## src/rtl/dmem_pkg.sv

```systemverilog
// ---------------------------------------------------------------------------
// dmem_pkg : shared types and constants for the data-memory arbiter
// Revision : 1.0
// ---------------------------------------------------------------------------
`default_nettype none

package dmem_pkg;

  typedef enum logic [0:0] {
    ST_IDLE   = 1'b0,
    ST_RMW_WR = 1'b1
  } state_t;

  localparam logic PORT_CORE = 1'b0;
  localparam logic PORT_DBG  = 1'b1;

  // Sliced down to the actual strobe width by the users (supports up to 512-bit words).
  localparam int unsigned   MAX_STRB_WIDTH = 64;
  localparam logic [MAX_STRB_WIDTH-1:0] STRB_FULL = '1;

endpackage

`default_nettype wire

```

## src/rtl/dmem_byte_merge.sv

```systemverilog
// ---------------------------------------------------------------------------
// dmem_byte_merge : per-byte select between the stored word and new write data
// Revision        : 1.0
// ---------------------------------------------------------------------------
`default_nettype none

module dmem_byte_merge #(
  parameter int DATA_WIDTH = 32,
  parameter int STRB_WIDTH = DATA_WIDTH / 8
) (
  input  logic [DATA_WIDTH-1:0] old_word,
  input  logic [DATA_WIDTH-1:0] new_word,
  input  logic [STRB_WIDTH-1:0] strb,
  output logic [DATA_WIDTH-1:0] merged
);

  for (genvar i = 0; i < STRB_WIDTH; i++) begin : g_byte
    assign merged[8*i +: 8] = strb[i] ? new_word[8*i +: 8] : old_word[8*i +: 8];
  end

endmodule

`default_nettype wire

```

## src/rtl/dmem_arbiter.sv

```systemverilog
// ---------------------------------------------------------------------------
// dmem_arbiter : round-robin sharing of a single-port data memory between the
//                core and debug ports, with read-modify-write for sub-word stores
// Revision     : 1.0
// ---------------------------------------------------------------------------
`default_nettype none

module dmem_arbiter
  import dmem_pkg::*;
#(
  parameter int DATA_WIDTH    = 32,
  parameter int ADDRESS_WIDTH = 32,
  parameter int STRB_WIDTH    = DATA_WIDTH / 8
) (
  input  logic                     clk,
  input  logic                     n_clr,
  input  logic                     req0,
  input  logic                     req1,
  input  logic                     we0,
  input  logic                     we1,
  input  logic [ADDRESS_WIDTH-1:0] addr0,
  input  logic [ADDRESS_WIDTH-1:0] addr1,
  input  logic [DATA_WIDTH-1:0]    wdata0,
  input  logic [DATA_WIDTH-1:0]    wdata1,
  input  logic [STRB_WIDTH-1:0]    wstrb0,
  input  logic [STRB_WIDTH-1:0]    wstrb1,
  output logic                     gnt0,
  output logic                     gnt1,
  output logic                     rvalid0,
  output logic                     rvalid1,
  output logic [DATA_WIDTH-1:0]    rdata0,
  output logic [DATA_WIDTH-1:0]    rdata1,
  output logic                     busy,
  output logic                     mem_we,
  output logic [ADDRESS_WIDTH-1:0] mem_addr,
  output logic [DATA_WIDTH-1:0]    mem_wdata,
  input  logic [DATA_WIDTH-1:0]    mem_rdata
);

  localparam logic [STRB_WIDTH-1:0] STRB_ALL = STRB_FULL[STRB_WIDTH-1:0];

  state_t                   state_q;
  state_t                   state_d;
  logic                     rr_last;
  logic [ADDRESS_WIDTH-1:0] rmw_addr;
  logic [DATA_WIDTH-1:0]    rmw_data;

  logic                     sel;
  logic                     any_req;
  logic                     grant;
  logic                     sel_we;
  logic [ADDRESS_WIDTH-1:0] sel_addr;
  logic [DATA_WIDTH-1:0]    sel_wdata;
  logic [STRB_WIDTH-1:0]    sel_strb;
  logic                     do_rd;
  logic                     do_full_wr;
  logic                     do_rmw;
  logic [DATA_WIDTH-1:0]    merged;

  dmem_byte_merge #(
    .DATA_WIDTH(DATA_WIDTH),
    .STRB_WIDTH(STRB_WIDTH)
  ) u_merge (
    .old_word(mem_rdata),
    .new_word(sel_wdata),
    .strb    (sel_strb),
    .merged  (merged)
  );

  // Under contention the port that did not win last time goes first.
  always_comb begin
    any_req = req0 | req1;
    if (req0 && req1) sel = ~rr_last;
    else              sel = req1 ? PORT_DBG : PORT_CORE;

    sel_we    = (sel == PORT_DBG) ? we1    : we0;
    sel_addr  = (sel == PORT_DBG) ? addr1  : addr0;
    sel_wdata = (sel == PORT_DBG) ? wdata1 : wdata0;
    sel_strb  = (sel == PORT_DBG) ? wstrb1 : wstrb0;

    grant      = n_clr && (state_q == ST_IDLE) && any_req;
    gnt0       = grant && (sel == PORT_CORE);
    gnt1       = grant && (sel == PORT_DBG);
    do_rd      = grant && !sel_we;
    do_full_wr = grant && sel_we && (sel_strb == STRB_ALL);
    do_rmw     = grant && sel_we && (sel_strb != STRB_ALL) && (sel_strb != '0);
    busy       = (state_q == ST_RMW_WR);

    mem_we    = do_full_wr || (n_clr && state_q == ST_RMW_WR);
    mem_addr  = '0;
    mem_wdata = '0;
    state_d   = state_q;
    case (state_q)
      ST_IDLE: begin
        if (any_req) mem_addr = sel_addr;
        if (do_full_wr) mem_wdata = sel_wdata;
        if (do_rmw) state_d = ST_RMW_WR;
      end
      ST_RMW_WR: begin
        mem_addr  = rmw_addr;
        mem_wdata = rmw_data;
        state_d   = ST_IDLE;
      end
      default: state_d = ST_IDLE;
    endcase
  end

  always_ff @(posedge clk) begin
    if (!n_clr) begin
      state_q  <= ST_IDLE;
      rr_last  <= 1'b1;
      rvalid0  <= 1'b0;
      rvalid1  <= 1'b0;
      rdata0   <= '0;
      rdata1   <= '0;
      rmw_addr <= '0;
      rmw_data <= '0;
    end else begin
      state_q <= state_d;
      rvalid0 <= do_rd && (sel == PORT_CORE);
      rvalid1 <= do_rd && (sel == PORT_DBG);
      if (do_rd && sel == PORT_CORE) rdata0 <= mem_rdata;
      if (do_rd && sel == PORT_DBG)  rdata1 <= mem_rdata;
      if (grant) rr_last <= sel;
      if (do_rmw) begin
        rmw_addr <= sel_addr;
        rmw_data <= merged;
      end
    end
  end

endmodule

`default_nettype wire

```

## config.mk

```make
export PLATFORM = sky130hd
export DESIGN_NAME = dmem_arbiter
export DESIGN_NICKNAME = d
export VERILOG_FILES = /design/src/rtl/dmem_pkg.sv /design/src/rtl/dmem_byte_merge.sv /design/src/rtl/dmem_arbiter.sv
export SDC_FILE = /design/constraint.sdc
export NUM_CORES = 1
export LEC_CHECK = 0
export BUFFER_PORTS_ARGS = -buffer_cell sky130_fd_sc_hd__buf_2
export CAP_MARGIN = 0
export CORE_MARGIN = 1.5
export CORE_UTILIZATION = 43
export CTS_CLUSTER_DIAMETER = 30
export CTS_CLUSTER_SIZE = 24
export DETAILED_ROUTE_END_ITERATION = 16
export PLACE_DENSITY = 0.77
export SYNTH_ARGS = -nofsm -noshare
export SYNTH_HDL_FRONTEND = slang
export SYNTH_HIERARCHICAL = 1
export SYNTH_SLANG_ARGS = --single-unit
export TNS_END_PERCENT = 100
```

## constraint.sdc

```tcl
create_clock -name clk -period 1.7 [get_ports clk]
set_input_delay 0.255 -clock clk [delete_from_list [all_inputs] [get_ports clk]]
set_output_delay 0.255 -clock clk [all_outputs]
set_load 0.03 [all_outputs]
```

; Word level (Yosys, flattened, before mapping)
; Cells that the tools add are included.
[totals]
output_inout_bits = 134
ff_bits = 132
inputBits = 174
word_cells = 46
[classes]
reduce_logical = 16
mux = 16
eq_ne = 2
bitwise = 4
[ops]
columns = op, n
row1 = 2-to-1 mux 32 bit, 4
row2 = one-hot mux 32 bit (2 select lines), 2
row3 = 2-to-1 mux 8 bit, 4
row4 = logical AND 1 bit, 13
row5 = == test 4 bit (second input constant), 1
row6 = 2-to-1 mux 1 bit, 4
row7 = 2-to-1 mux 4 bit, 1
row8 = != test 4 bit (second input constant), 1
row9 = nonzero test 4 bit, 1
row10 = inverter 1 bit, 3
row11 = one-hot mux 1 bit (2 select lines), 1
row12 = logical NOT 1 bit, 1
row13 = logical OR 1 bit, 1
row14 = bitwise OR 1 bit, 1

; Logic depth before layout (Yosys ltp)
[depth]
word_depth = 8
depth_mapped = 9
depth_no_buf = 6

; Modules after synthesis
; The synthesis kept the hierarchy.
[modules_own_cells]
columns = module, cells_per_inst, instances, area_per_inst_um2
row1 = dmem_arbiter, 770, 1, 6416.2
row2 = dmem_byte_merge, 36, 1, 525.5

; Least setup slack after synthesis
; No wires, ideal clock.
[synth_path]
kind = register to output
from = register rr_last
to = output port mem_addr[25]
arrival_time_ns = 1.748
stages_incl_launch_ff = 6
t_required_ns = 1.445
slack_ns = -0.303
cell_sequence = dfxtp_1 -> a21boi_2 -> buf_4 -> buf_2 -> mux2i_1 -> o21ai_0
[synth_between]
elab_chain_len = 5
[synth_rtl]
columns = item, line
row1 = start: declaration, dmem_arbiter.sv:44  ; logic rr_last;
row2 = start signal: assignment, dmem_arbiter.sv:124  ; if (grant) rr_last <= sel;
row3 = inverter 1 bit, dmem_arbiter.sv:73  ; if (req0 && req1) sel = ~rr_last;
row4 = 2-to-1 mux 1 bit, dmem_arbiter.sv:73
row5 = 2-to-1 mux 32 bit, dmem_arbiter.sv:77  ; sel_addr = (sel == PORT_DBG) ? addr1 : addr0;
row6 = 2-to-1 mux 32 bit, dmem_arbiter.sv:95  ; if (any_req) mem_addr = sel_addr;
row7 = one-hot mux 32 bit (2 select lines), dmem_arbiter.sv:93  ; case (state_q)
row8 = end: declaration, dmem_arbiter.sv:35  ; output logic [ADDRESS_WIDTH-1:0] mem_addr,
; No other way between the ends.

; Worst setup path after layout
[layout_path]
from = register rr_last
to = output port mem_addr[2]
; Same word-level chain as after synthesis.

==> results_dict.tcl <==
set metrics [dict create \
    outcome "finished with violations" \
    violations "setup timing" \
    max_stage_delay_ns 0.35 \
    clock_skew_ns 0.006533 \
    drt-total-wl_mm 24.98 \
    grt_start_max_net_pins 131 \
    wl_per_cell_um 17.90 \
    cts_sinks 132 \
    drc 0 \
    dp.cells 1341 \
    clkLatencyLatePin_ns 0.42 \
    netlist_instances 806 \
    grt_setup_unrepaired "true" \
    dieWidth_um 130.1 \
    htree_levels 4 \
    yosys_warnings 6 \
    io_pins 308 \
    cts_tree "done" \
    area_growth_pct 58.35 \
    final.fill_count 1158 \
    grt_pass1_wl_mm 36.49 \
    path_buf_inv 3 \
    p_leak_nw 5.495 \
    synth_edf_count 0 \
    routed_via_density 5.168 \
    grt_pass1_vias 7001 \
    cts.path.max_buffers 2 \
    grt_overflow_total 0 \
    finalHoldViolCount 0 \
    worst_pin_slew_ns 0.5763 \
    max_freq_mhz 463.4 \
    p_per_area_nw_per_um2 896.3 \
    worst_path_max_delay_cell "dfxtp_2" \
    core-area_um2 15830 \
    crit_path_start_kind "flop" \
    root_buffer "clkbuf_16" \
    timing.rr.start "rr_last" \
    numCtsBuffers 17 \
    multi_input_area_um2 4380 \
    ys_seq_elements 132 \
    startpoint "rr_last" \
    syn-cell-area_um2 6942 \
    rows 46 \
    antenna_found_initial 1 \
    setup_violations 91 \
    synth_top_flop_cell "dfxtp_1" \
    power_mw 9.852 \
    gp_congestion 0.8761 \
    synth.top_cells.by_count "nand2_1 (269), dfxtp_1 (132), mux2i_1 (128), inv_1 (33), nor2b_1 (33)" \
    min_period_ns 2.158 \
    postCtsHoldBufs 0 \
    cts.clk_slew.worst_paths_ns 0.06 \
    hp-start "mem_rdata[6]" \
    ys_types 31 \
    seq_area_um2 2645 \
    required_ns 1.44 \
    design_area_um2 10990 \
    min_path_type "input port to flop" \
    end_kind "output port" \
    dieArea_um2 16910 \
    cap_violations 0 \
    synthesis.nets 980 \
    fp.dieH_um 130.1 \
    yosysSeqAreaShare_pct 38.07 \
    irDropWorstVdd_uv 684.4 \
    antenna_left 0 \
    synth_area_leader_cell "dfxtp_1" \
    critPathTopFamily "buffers and inverters" \
    slew_headroom_pct 61.58 \
    finish.utilization_pct 69.45 \
    drt_pass1_iterations 5 \
    drt_iter0_drc 376 \
    fin_cells 1396 \
    io_buffers 307 \
    path_max_fanout 11 \
    period_share_pct 126.9 \
    fin_ws_ns -0.4581 \
    crit_type "flop to output port" \
    slew_violations 0 \
    route.vias.total 7214 \
    track_usage_pct 28.32 \
    post_dp_cell_area_um2 9344 \
    arrival_ns 1.90 \
    drive_gt1_share_pct 48.77 \
    synth.most_common_cell "nand2_1" \
    synthTopCellsByArea "dfxtp_1 (38%), mux2i_1 (18%), nand2_1 (15%)" \
    synth_top_area_share_pct 38.07 \
    dp_hpwl_mm 15.70 \
    final_net_count 1341 \
    start_util_pct 43.86 \
    path_cells "a21boi_4 > buf_4 > buf_16 > mux2i_1 > o21ai_1 > buf_2" \
    synthArstFlopShare_pct 0 \
    syn_avg_cell_area_um2 8.612 \
]
## report_power, final
part,switching [mW],total [mW],internal [mW]
logic,1.33,2.55,1.22
clock network,1.41,3.89,2.48
registers,0.120,3.41,3.29
## state kept, by name (all words and copies together), names as in the netlist
signal and flops:
busy 1, rdata1 32, rdata0 32, rvalid1 1
rmw_addr 32, rr_last 1, rmw_data 32, rvalid0 1
## worst register-to-register path: cells and delay by family (launching register included)
kind                   cells  cell delay, ns
buffers and inverters      4            0.50
DFF                        1            0.35
muxes                      2            0.35
AOI/OAI and AO/OA          1            0.24
and+or+nand+nor            2            0.18
## path summary, 6_finish.rpt
kind	endpoint	slack, ns	cells after the start
worst min-delay path	rdata1[6]	0.1	3
worst max-delay path	mem_addr[2]	-0.46	6
worst max register to register	rmw_data[23]	-0.05	9
worst min register to register	rdata1[10]	0.45	2
## per-layer routing
| metal | routed length, um | up-vias | track usage, % |
|---|---|---|---|
| li1 | - | 3421 | - |
| met1 | 10370 | 3421 | 33.55 |
| met2 | 12460 | 307 | 48.67 |
| met3 | 1286 | 65 | 5.863 |
| met4 | 860 | 0 | 14.05 |
| met5 | 0 | - | 0 |
## kinds of logic (layout without fill, tap and decap cells)
logic type	count (synthesis)	after routing	share of synthesized area, %
buf+inv	94	467	7.030
flops	132	132	38.07
simple gates	314	314	18.62
other cells	0	1	0
mux	160	160	25.38
compound gates	106	106	10.90
## through the flow
| step | setup WS [ns] | setup TNS [ns] | hold WS, ns |
|---|---|---|---|
| global placement | -0.1180 | -10.42 | 0.4371 |
| finish | -0.4581 | -27.69 | 0.09745 |
| detailed placement | -0.1293 | -10.52 | 0.4423 |
| global route | -0.5270 | -35.19 | 0.09303 |
| CTS | -0.4600 | -27.15 | 0.08288 |
| floorplan | -0.07088 | -0.3544 | 0.3899 |
## layout make-up
cell class / instances / share of cell area (%)
multi-input combinational: 580 / 39.85
timing repair buffer: 402 / 26.73
sequential: 132 / 24.06
clock buffer: 18 / 3.995
tap: 216 / 2.459
clock inverter: 13 / 1.673
inverter: 34 / 1.207
antenna: 1 / 0.02277
## placed cells by master (no fill, tap or decap), types with 3 or more instances in the layout
cell type | Yosys | routed
nand2_1 | 269 | 262
a22o_2 | 0 | 29
a21boi_0 | 3 | 3
buf_6 | 12 | 40
inv_1 | 33 | 33
buf_12 | 0 | 22
clkbuf_16 | 0 | 18
clkinvlp_4 | 0 | 3
bufinv_16 | 0 | 4
mux2_4 | 32 | 32
buf_4 | 6 | 74
mux2i_1 | 128 | 97
buf_2 | 14 | 259
nand2_2 | 0 | 7
clkinv_2 | 0 | 3
buf_16 | 0 | 5
o21ai_2 | 0 | 27
clkinv_4 | 1 | 4
mux2i_2 | 0 | 7
mux2i_4 | 0 | 24
a21boi_1 | 29 | 29
nor2b_1 | 33 | 32
o21ai_1 | 1 | 6
dfxtp_1 | 132 | 130
## repair_timing
action                                  in CTS  in global routing
buffers inserted                            13                  3
pin swaps                                    4                  3
gates resized for setup                    154                 16
cloned                                       6                  1
endpoints found under the setup margin      91                153
Note: power is estimated with default switching activity, not from simulation.
